===== src/rtl/switch_debounce.sv =====
// Debouncer for a raw switch/button: two-flop synchronizer followed by a
// counter-qualified FSM producing a clean level plus press/release strobes.
module switch_debounce #(
    parameter int STABLE_COUNT = 1_000_000,
    parameter int CNT_W        = $clog2(STABLE_COUNT)
) (
    input  logic clk,
    input  logic reset,
    input  logic btn_in,
    output logic db_level,
    output logic db_press,
    output logic db_release,
    output logic db_busy
);

    typedef enum logic [1:0] {
        IDLE_LOW  = 2'd0,
        WAIT_HIGH = 2'd1,
        IDLE_HIGH = 2'd2,
        WAIT_LOW  = 2'd3
    } state_t;

    localparam logic [CNT_W-1:0] CNT_LAST = CNT_W'(STABLE_COUNT - 1);

    logic             btn_s1;
    logic             btn_sync;
    state_t           state;
    state_t           state_nxt;
    logic [CNT_W-1:0] cnt;
    logic [CNT_W-1:0] cnt_nxt;
    logic             level_nxt;
    logic             press_nxt;
    logic             release_nxt;

    always_ff @(posedge clk) begin
        if (reset) begin
            btn_s1   <= 1'b0;
            btn_sync <= 1'b0;
        end else begin
            btn_s1   <= btn_in;
            btn_sync <= btn_s1;
        end
    end

    always_ff @(posedge clk) begin
        if (reset) begin
            state      <= IDLE_LOW;
            cnt        <= '0;
            db_level   <= 1'b0;
            db_press   <= 1'b0;
            db_release <= 1'b0;
            db_busy    <= 1'b0;
        end else begin
            state      <= state_nxt;
            cnt        <= cnt_nxt;
            db_level   <= level_nxt;
            db_press   <= press_nxt;
            db_release <= release_nxt;
            db_busy    <= (state_nxt == WAIT_HIGH) || (state_nxt == WAIT_LOW);
        end
    end

    // cnt holds the number of agreeing samples already seen in a WAIT state
    always_comb begin
        state_nxt   = state;
        cnt_nxt     = '0;
        level_nxt   = db_level;
        press_nxt   = 1'b0;
        release_nxt = 1'b0;
        unique case (state)
            IDLE_LOW: begin
                if (btn_sync) begin
                    state_nxt = WAIT_HIGH;
                    cnt_nxt   = CNT_W'(1);
                end
            end
            WAIT_HIGH: begin
                if (!btn_sync) begin
                    state_nxt = IDLE_LOW;
                end else if (cnt == CNT_LAST) begin
                    state_nxt = IDLE_HIGH;
                    level_nxt = 1'b1;
                    press_nxt = 1'b1;
                end else begin
                    cnt_nxt = cnt + CNT_W'(1);
                end
            end
            IDLE_HIGH: begin
                if (!btn_sync) begin
                    state_nxt = WAIT_LOW;
                    cnt_nxt   = CNT_W'(1);
                end
            end
            WAIT_LOW: begin
                if (btn_sync) begin
                    state_nxt = IDLE_HIGH;
                end else if (cnt == CNT_LAST) begin
                    state_nxt   = IDLE_LOW;
                    level_nxt   = 1'b0;
                    release_nxt = 1'b1;
                end else begin
                    cnt_nxt = cnt + CNT_W'(1);
                end
            end
            default: begin
                state_nxt = IDLE_LOW;
                level_nxt = 1'b0;
            end
        endcase
    end

endmodule

===== config.mk =====
export PLATFORM = sky130hd
export DESIGN_NAME = switch_debounce
export DESIGN_NICKNAME = d
export VERILOG_FILES = /design/src/rtl/switch_debounce.sv
export SDC_FILE = /design/constraint.sdc
export NUM_CORES = 1
export LEC_CHECK = 0
export CORE_UTILIZATION = 59
export CTS_BUF_LIST = sky130_fd_sc_hd__clkbuf_8
export CTS_CLUSTER_DIAMETER = 200
export DETAILED_ROUTE_END_ITERATION = 10
export PLACE_DENSITY = 0.79
export SYNTH_ARGS = -nofsm -noshare
export SYNTH_HDL_FRONTEND = slang
export SYNTH_SLANG_ARGS = --single-unit

===== constraint.sdc =====
create_clock -name clk -period 2.8 [get_ports clk]
set_clock_uncertainty 0.15 [all_clocks]
set_input_delay 0.56 -clock clk [delete_from_list [all_inputs] [get_ports clk]]
set_output_delay 0.56 -clock clk [all_outputs]
set_load 0.02 [all_outputs]

==> out/qor.yml <==
floorplan:
  die_w_um: 46.5
  dieArea_um2: 2160
  start_util_pct: 65.4
  die_h_um: 46.5
  core_um2: 1780
  rows: 15
  io_pins: 7
critical_path:
  setup.worst_path.end_class: "register"
  path_class: "reg -> reg"
  arrival_ps: 2400
  rr_startpoint: "cnt[0]"
  startpoint: "cnt[0]"
  worst_r2r_path_depth: 5
  r2r_end: "cnt[18]"
  worst-r2r-setup-slack_ps: 460
  path_max_fanout: 7
  cp.required_ps: 2850
  cp-start-kind: "register"
clock_tree:
  clkTransAtPathRegs_ps: 90
  cts_sinks: 28
  root_buffer: "clkbuf_8"
  cts_setup_buffers: 0
  cts-buffers-inserted: 3
  cts_tree: "done"
  clk_latency_ps: 270
  cts_buffer_depth: 2
  htree_levels: 1
  postCtsResizedCells: 0
  cts_hold_buf: 0
synthesis:
  synthArstFlopShare_pct: 0
  yosysWarningCount: 0
  ys.flop_type: "dfxtp_1"
  avgSynthCellArea_um2: 8.77
  syn_area_um2: 1170
  synth_nets: 137
  synth_edf_count: 0
  yosys.cell_types.count: 30
  ys_ff_latch: 28
  ys_seq_area_share_pct: 48.1
  syn_inst: 133
run_status:
  status: "finished clean"
timing:
  rsz0062_at_grt: "false"
  timing.max_slew.rel_slack_pct: 69.1
  worstMarginPinSlew_ps: 459
  setup_violations: 0
  max_freq_mhz: 427
  slew_violations: 0
  fin_crit_sh_pct: 83.7
  finalCriticalPeriod_ps: 2340
  finalHoldViolations: 0
  setup_tns_ps: 0
  finalWorstSetupSlack_ps: 455
drt:
  via_count: 911
  wl_um: 1960
  wire_per_inst_um: 11.9
  drt_iter0_drc: 12
  drtAntennaViolNets: 0
  first_pass_iters: 4
  viasPerCell: 5.52
  drc: 0
power:
  vdd_drop_max_uv: 543
  p_per_area_nw_per_um2: 556
  finalPower_uw: 731
  power_leakage_uw: 0.000382
global_routing:
  grt_pass1_wl_um: 3260
  globalRouteOverflowTotal: 0
  grt_usage_pct: 21.5
  grt_pass1_vias: 785
  grt_max_degree: 20
  antenna_found_initial: 0
finish:
  drive_gt1_share_pct: 6.43
  antenna_cells: 0
  area_growth_pct: 12.8
  fin_nets: 145
  fin_cells: 165
placed_design:
  dpl_worst_slack_ps: 539
  post-dp-hpwl_um: 1390
  dp.cells: 161
  routabilityCongestion: 0.786
  io_buffer_count: 6
worst_hold_path:
  hp-start: "btn_s1"
  holdPathStages: 1
  hold_class: "reg -> reg"
  holdPathEnd: "btn_sync"
job:
  cap_viol_max_count: 0
[cells by family (layout without fill, tap and decap cells)]
family / count (synthesis) / count (layout) / synth area share, %
simple gates: 56 / 56 / 25.6
flops: 28 / 28 / 48.1
compound gates: 23 / 23 / 11.9
buf+inv: 14 / 21 / 5.04
xor+xnor: 11 / 11 / 8.26
fa+ha+maj: 1 / 1 / 1.07
[report_power, final]
group / switching [µW] / internal, µW / total [µW]
registers: 2.40 / 402 / 404
logic: 7.31 / 8.07 / 15.4
clock network: 120 / 191 / 311
[worst max-delay path, stage by stage (launching register included)]
cell and delay [ps]:
dfxtp_1 380, ha_1 210, nand3_2 150, or4_1 670
or4_1 540, a21oi_1 180
[cell usage in the layout (no fill, tap or decap), types with 6 or more instances in the layout]
cell	n
inv_1	10
xnor2_1	10
or4_1	6
clkdlybuf4s50_1	6
nor3_1	7
nand3_1	6
o21ai_0	7
a21oi_1	9
nor2_1	15
dfxtp_1	28
[state kept, by name, indices dropped and copies added (netlist names)]
signal / cells
btn_sync: 1
db_level: 1
db_press: 1
btn_s1: 1
db_release: 1
cnt: 20
db_busy: 1
state: 2
[per-layer routing]
| metal | global-route usage (%) | part of all wire (%) | vias to the layer above |
|---|---|---|---|
| met4 | 3.53 | 0.61 | 0 |
| met3 | 7.06 | 3.0 | 2 |
| met5 | 0 | 0 | - |
| met2 | 38.1 | 51 | 9 |
| met1 | 25.4 | 45 | 428 |
| li1 | - | - | 472 |
[stage by stage]
stage                     cell area (µm²)  hold WS [ps]  utilization [%]
after floorplan                      1170           264                -
after global placement               1240           272             69.8
after detailed placement             1240           275             69.8
after CTS                            1320           305             73.8
after global routing                 1320           322             73.8
final                                1320           311             73.8
[area by class of cell]
| type | count | area (µm²) |
|---|---|---|
| clock buffer | 3 | 41.3 |
| clock inverter | 1 | 30.0 |
| inverter | 10 | 37.5 |
| timing repair buffer | 7 | 67.6 |
| multi-input combinational | 91 | 547 |
| fill | 132 | 468 |
| sequential | 28 | 561 |
| tap | 25 | 31.3 |
[worst max-delay path by stage]
stage / to / slack (ps) / cells after the start
after floorplan: cnt[4] / 640 / 7
after global placement: cnt[18] / 610 / 5
after detailed placement: cnt[18] / 540 / 5
after CTS: cnt[18] / 440 / 5
after global routing: cnt[18] / 350 / 5
final: cnt[18] / 460 / 5
[synthesized netlist by cell type (2+ instances only)]
cell type,n,area [µm²]
a21oi_1,9,45.0
dfxtp_1,28,561
inv_1,10,37.5
nand2_1,5,18.8
nand2b_1,2,12.5
nand3_1,6,30.0
nand4_1,3,18.8
nor2_1,15,56.3
nor2b_1,2,12.5
nor3_1,7,35.0
o21ai_0,7,35.0
o31ai_1,3,22.5
or3_1,5,31.3
or4_1,6,45.0
xnor2_1,10,87.6
(Power assumes the default switching activity.)
